<file path="src/rtl/pipeline_ctrl.sv">
// pipeline_ctrl: hazard detection, operand forwarding and halt/drain sequencing for a 5-stage pipeline.
// Defining PIPELINE_CTRL_PERF_CNT_EN adds free-running stall and flush performance counters.
module pipeline_ctrl (
   input  logic        clk,
   input  logic        rst,
   input  logic [4:0]  i_rs1_D,
   input  logic [4:0]  i_rs2_D,
   input  logic        i_branch_D,
   input  logic        i_branch_eq_D,
   input  logic [4:0]  i_rs1_E,
   input  logic [4:0]  i_rs2_E,
   input  logic [4:0]  i_register_file_wr_addr_E,
   input  logic        i_register_file_wr_en_E,
   input  logic        i_sel_result_E,
   input  logic [4:0]  i_register_file_wr_addr_M,
   input  logic        i_register_file_wr_en_M,
   input  logic        i_sel_result_M,
   input  logic [4:0]  i_register_file_wr_addr_W,
   input  logic        i_register_file_wr_en_W,
   input  logic        i_halt,
   output logic        o_en_F,
   output logic        o_en_D,
   output logic        o_clr_D,
   output logic        o_clr_E,
   output logic        o_sel_PC_D,
   output logic        o_fwdA_D,
   output logic        o_fwdB_D,
   output logic [1:0]  o_fwdA_E,
   output logic [1:0]  o_fwdB_E,
   output logic        o_halted
`ifdef PIPELINE_CTRL_PERF_CNT_EN
   ,
   output logic [31:0] o_stall_cnt,
   output logic [31:0] o_flush_cnt
`endif
);

   typedef enum logic [1:0] {
      ST_INIT   = 2'd0,
      ST_RUN    = 2'd1,
      ST_DRAIN  = 2'd2,
      ST_HALTED = 2'd3
   } state_t;

   state_t      state_r;
   logic        init_cnt_r;
   logic [1:0]  drain_cnt_r;
   logic        load_use_s;
   logic        branch_stall_s;
   logic        stall_s;
   logic        fwd_a_d_s;
   logic        fwd_b_d_s;
   logic [1:0]  fwd_a_e_s;
   logic [1:0]  fwd_b_e_s;

   // A producer matches a consumer only if it writes a non-zero register of the same index.
   function automatic logic hit(input logic en, input logic [4:0] wa, input logic [4:0] ra);
      return en && (wa != 5'd0) && (wa == ra);
   endfunction

   function automatic logic [1:0] fwd_sel(input logic m_en, input logic [4:0] m_wa,
                                          input logic w_en, input logic [4:0] w_wa,
                                          input logic [4:0] rs);
      logic [1:0] sel;
      sel = 2'b00;
      if (hit(m_en, m_wa, rs)) begin
         sel = 2'b10;
      end else if (hit(w_en, w_wa, rs)) begin
         sel = 2'b01;
      end else begin
         sel = 2'b00;
      end
      return sel;
   endfunction

   // Hazard detection and forwarding selects
   always_comb begin
      load_use_s     = i_sel_result_E &
                       (hit(i_register_file_wr_en_E, i_register_file_wr_addr_E, i_rs1_D) |
                        hit(i_register_file_wr_en_E, i_register_file_wr_addr_E, i_rs2_D));
      branch_stall_s = i_branch_D &
                       (hit(i_register_file_wr_en_E, i_register_file_wr_addr_E, i_rs1_D) |
                        hit(i_register_file_wr_en_E, i_register_file_wr_addr_E, i_rs2_D) |
                        (i_sel_result_M &
                         (hit(i_register_file_wr_en_M, i_register_file_wr_addr_M, i_rs1_D) |
                          hit(i_register_file_wr_en_M, i_register_file_wr_addr_M, i_rs2_D))));
      stall_s        = rst & (state_r == ST_RUN) & (load_use_s | branch_stall_s);
      fwd_a_d_s      = hit(i_register_file_wr_en_M, i_register_file_wr_addr_M, i_rs1_D);
      fwd_b_d_s      = hit(i_register_file_wr_en_M, i_register_file_wr_addr_M, i_rs2_D);
      fwd_a_e_s      = fwd_sel(i_register_file_wr_en_M, i_register_file_wr_addr_M,
                               i_register_file_wr_en_W, i_register_file_wr_addr_W, i_rs1_E);
      fwd_b_e_s      = fwd_sel(i_register_file_wr_en_M, i_register_file_wr_addr_M,
                               i_register_file_wr_en_W, i_register_file_wr_addr_W, i_rs2_E);
   end

   // Pipeline control outputs; reset overrides combinationally so they are safe before the first edge
   always_comb begin
      o_en_F     = 1'b0;
      o_en_D     = 1'b0;
      o_clr_D    = 1'b1;
      o_clr_E    = 1'b1;
      o_sel_PC_D = 1'b0;
      o_fwdA_D   = 1'b0;
      o_fwdB_D   = 1'b0;
      o_fwdA_E   = 2'b00;
      o_fwdB_E   = 2'b00;
      o_halted   = 1'b0;
      if (rst) begin
         case (state_r)
            ST_INIT: begin
               o_clr_D = 1'b1;
            end
            ST_RUN: begin
               o_en_F     = ~stall_s;
               o_en_D     = ~stall_s;
               o_clr_E    = stall_s;
               o_sel_PC_D = i_branch_D & i_branch_eq_D & ~stall_s;
               o_clr_D    = i_branch_D & i_branch_eq_D & ~stall_s;
               o_fwdA_D   = fwd_a_d_s;
               o_fwdB_D   = fwd_b_d_s;
               o_fwdA_E   = fwd_a_e_s;
               o_fwdB_E   = fwd_b_e_s;
            end
            ST_DRAIN: begin
               o_clr_D  = 1'b0;
               o_fwdA_D = fwd_a_d_s;
               o_fwdB_D = fwd_b_d_s;
               o_fwdA_E = fwd_a_e_s;
               o_fwdB_E = fwd_b_e_s;
            end
            ST_HALTED: begin
               o_clr_D  = 1'b0;
               o_halted = 1'b1;
            end
            default: begin
               o_clr_D = 1'b1;
            end
         endcase
      end else begin
         o_clr_D = 1'b1;
         o_clr_E = 1'b1;
      end
   end

   // Sequencing FSM: 2-cycle init, run, 3-cycle drain, halted
   always_ff @(posedge clk) begin
      if (!rst) begin
         state_r     <= ST_INIT;
         init_cnt_r  <= 1'b0;
         drain_cnt_r <= 2'd0;
      end else begin
         case (state_r)
            ST_INIT: begin
               if (init_cnt_r) begin
                  state_r <= ST_RUN;
               end else begin
                  init_cnt_r <= 1'b1;
               end
            end
            ST_RUN: begin
               if (i_halt && !stall_s) begin
                  state_r     <= ST_DRAIN;
                  drain_cnt_r <= 2'd0;
               end else begin
                  state_r <= ST_RUN;
               end
            end
            ST_DRAIN: begin
               if (drain_cnt_r == 2'd2) begin
                  state_r <= ST_HALTED;
               end else begin
                  drain_cnt_r <= drain_cnt_r + 2'd1;
               end
            end
            ST_HALTED: begin
               if (!i_halt) begin
                  state_r <= ST_RUN;
               end else begin
                  state_r <= ST_HALTED;
               end
            end
            default: begin
               state_r <= ST_INIT;
            end
         endcase
      end
   end

`ifdef PIPELINE_CTRL_PERF_CNT_EN
   // Performance counters, wrapping naturally at 32 bits
   always_ff @(posedge clk) begin
      if (!rst) begin
         o_stall_cnt <= 32'd0;
         o_flush_cnt <= 32'd0;
      end else begin
         if (stall_s) begin
            o_stall_cnt <= o_stall_cnt + 32'd1;
         end else begin
            o_stall_cnt <= o_stall_cnt;
         end
         if (o_sel_PC_D) begin
            o_flush_cnt <= o_flush_cnt + 32'd1;
         end else begin
            o_flush_cnt <= o_flush_cnt;
         end
      end
   end
`endif

endmodule

</file>
<file path="config.mk">
export PLATFORM = sky130hd
export DESIGN_NAME = pipeline_ctrl
export DESIGN_NICKNAME = d
export VERILOG_FILES = /design/src/rtl/pipeline_ctrl.sv
export SDC_FILE = /design/constraint.sdc
export NUM_CORES = 1
export LEC_CHECK = 0
export ABC_AREA = 0
export BUFFER_PORTS_ARGS = -buffer_cell sky130_fd_sc_hd__buf_2
export CAP_MARGIN = 0
export CORE_MARGIN = 4
export CORE_UTILIZATION = 45
export CTS_BUF_LIST = sky130_fd_sc_hd__clkbuf_4 sky130_fd_sc_hd__clkbuf_8 sky130_fd_sc_hd__clkbuf_16
export DETAILED_ROUTE_END_ITERATION = 8
export PLACE_DENSITY = 0.85
export SYNTH_ARGS = -nofsm -noshare
export SYNTH_HDL_FRONTEND = slang
export SYNTH_SLANG_ARGS = --single-unit
</file>
<file path="constraint.sdc">
create_clock -name clk -period 2.2 [get_ports clk]
set_input_delay 0.11 -clock clk [delete_from_list [all_inputs] [get_ports clk]]
set_output_delay 0.11 -clock clk [all_outputs]
set_load 0.01 [all_outputs]
</file>
==> impl_metrics.json <==
{
  "run_status": "finished, final reports clean",
  "dr.pass1.iters": 4,
  "critical_path.slowest_cell": "dfxtp_1",
  "min_path_type": "input port to flop",
  "synth_top_area_frac": 0.1871,
  "wirelength_mm": 2.716,
  "ant_nets": 0,
  "rsz0062_at_grt": "no",
  "postCtsSetupBuffers": 0,
  "routedWlPerCell_um": 12.46,
  "slew_headroom": 0.7706,
  "ys_seq_area_frac": 0.09721,
  "portBuffers": 56,
  "crit_chain": "inv_1 -> ha_1 -> o2111ai_1 -> nor4_1 -> and4_1 -> buf_2",
  "cts_hold_buf": 0,
  "worst_setup_path_end_kind": "primary output",
  "clk_latency_ps": 240,
  "synth_most_common_cell": "xnor2_1",
  "setup_ws_ps": 275.4,
  "area_growth_pct": 29.53,
  "numCtsBuffers": 3,
  "numClockSinks": 5,
  "power_density_mw_per_mm2": 371.0,
  "clkSlewWorstSetupHoldPaths_ps": 50,
  "chipHeight_um": 55.84,
  "cp-start-kind": "flop",
  "timing.rr.start": "state_r[0]$_SDFFE_PN0P_",
  "pin_count": 57,
  "fillers": 204,
  "synth_cell_types": 38,
  "grt_max_degree": 12,
  "synth.net_count": 188,
  "die_area_mm2": 0.003118,
  "yosysWarnings": 0,
  "ir_worst_vdd_uv": 350.1,
  "cp.required_ps": 2090,
  "cts_root_buf": "clkbuf_4",
  "ys.flop_type": "dfxtp_1",
  "worstMarginPinSlew_ps": 343.5,
  "htree_levels": 1,
  "die_w_um": 55.84,
  "synthArstFlopShare": 0,
  "avgViaCountPerCell": 5.179,
  "grt_overflow": 0,
  "cts_tree": "done",
  "cts_resized": 0,
  "crit_type": "flop to primary output",
  "hold_violations": 0,
  "cts_max_path_buffers": 2,
  "diodes": 0,
  "finalNetCount": 242,
  "ys_ff_latch": 5,
  "syn_inst": 137,
  "hold_start": "rst",
  "worstHoldPathCells": 2,
  "setup-violations-final": 0,
  "grt_pass1_wl_mm": 4.464,
  "syn_area_mm2": 0.001030,
  "yosys-top-cells-area": "xnor2_1 (19%), xor2_1 (15%), dfxtp_1 (9.7%)",
  "antenna_found_initial": 0,
  "ys_top_cells_by_count": "xnor2_1 (22), xor2_1 (18), nand2_1 (11), inv_1 (9), nand3_1 (9)",
  "seq_area_um2": 100.1,
  "multi_input_area_um2": 854.6,
  "place_ws_ps": 348.2,
  "grt_usage": 0.1704,
  "worstPathArrival_ps": 1810,
  "yosys.area.top_type": "xnor2_1",
  "setup_tns_ps": 0,
  "r2r_end": "state_r[1]$_SDFFE_PN0P_",
  "rows": 17,
  "skew_ps": 2.820,
  "period_minus_slack_ps": 1925,
  "avgSynthCellArea_um2": 7.516,
  "drtIter0Drc": 24,
  "synth_edf_count": 0,
  "via_count": 1129,
  "regToRegSetupSlack_ps": 560,
  "grt_pass1_vias": 1084,
  "drive_gt1_frac": 0.3474,
  "slew_viol_final": 0,
  "cp_max_fo": 4,
  "coreArea_mm2": 0.002191,
  "p_leak_uw": 0.0005945,
  "place_congestion": 0.8113,
  "drc": 0,
  "min_to": "init_cnt_r$_SDFFE_PN0N_",
  "cap_viol_max_count": 0,
  "crit_path_max_incr_delay_ps": 380,
  "rr_worst_depth": 7,
  "place_hpwl_mm": 2.391,
  "fin_crit_sh": 0.8748,
  "initial_core_util": 0.4700,
  "max_freq_mhz": 519.6
}
layout make-up:
cell class,count,area share
Inverter,9,0.02533
Sequential cell,5,0.07505
Tap cell,28,0.02627
Timing Repair Buffer,56,0.2101
Clock buffer,4,0.02251
Multi-Input combinational cell,116,0.6407
stage by stage:
| stage | utilization | hold slack, ps | cells | cell area, µm² | power, µW |
|---|---|---|---|---|---|
| 4_1_cts | 0.6088 | 190.8 | 218 | 1334 | 498.7 |
| 3_5_place_dp | 0.5951 | 451.0 | 214 | 1304 | 374.4 |
| 6_report | 0.6088 | 198.5 | 218 | 1334 | 494.9 |
| 2_1_floorplan | - | 317.5 | 137 | 1030 | 283.0 |
| 5_1_grt | 0.6088 | 200.2 | 218 | 1334 | 536.0 |
| 3_3_place_gp | 0.5951 | 448.5 | 214 | 1304 | 368.7 |
cells in the final DEF (no fill, tap or decap), drive strengths merged, types with 2 or more instances in the layout:
| cell type | instances |
|---|---|
| dfxtp | 5 |
| inv | 9 |
| o21ai | 5 |
| a21oi | 2 |
| nor3b | 2 |
| buf | 56 |
| and2 | 2 |
| nand3 | 9 |
| or4 | 2 |
| nand2 | 11 |
| a31oi | 4 |
| xnor2 | 22 |
| o311ai | 2 |
| xor2 | 18 |
| clkbuf | 4 |
| nor4 | 3 |
| nor3 | 6 |
| nor2 | 9 |
| ha | 6 |
sequential cells by signal, indices dropped and copies added (netlist names):
register,count
init_cnt_r,1
drain_cnt_r,2
state_r,2
worst max-delay path by stage:
stage,startpoint,to,slack [ps]
floorplan,i_register_file_wr_addr_M[2],o_en_F,400
global placement,i_register_file_wr_addr_M[1],o_clr_D,360
detailed placement,i_register_file_wr_addr_M[1],o_clr_D,350
CTS,state_r[0]$_SDFFE_PN0P_,o_fwdA_E[0],280
global route,state_r[0]$_SDFFE_PN0P_,o_fwdA_E[0],210
finish,state_r[0]$_SDFFE_PN0P_,o_fwdA_E[0],280
metal layers:
metal | global-route usage | vias to the layer above | share of wire
met4 | 0.03051 | 0 | 0
met2 | 0.2939 | 51 | 0.48
li1 | - | 581 | -
met5 | 0 | - | 0
met1 | 0.2108 | 497 | 0.44
met3 | 0.05104 | 0 | 0.081
worst max-delay path, delay by kind of cell (launching register included):
family / cells / cell delay [ps]
AOI/OAI and AO/OA: 1 / 150
adders and majority gates: 1 / 340
buffers and inverters: 2 / 220
DFF: 1 / 380
and+or+nand+nor: 2 / 490
kinds of logic after synthesis:
logic type      count (synthesis)  synth area share
buf+inv                        16           0.07290
compound gates                 22            0.1738
xor+xnor                       40            0.3402
fa+ha+maj                       6           0.07290
simple gates                   48            0.2430
flops                           5           0.09721
where the power goes:
part	switching [µW]	leakage, µW	total [µW]	internal, µW
logic	142	0.000535	263	121
registers	9.83	0.0000410	111	101
clock network	39.4	0.0000184	120	81.0
total	192	0.000595	495	303
No activity file was read; power rests on OpenSTA's default activity.
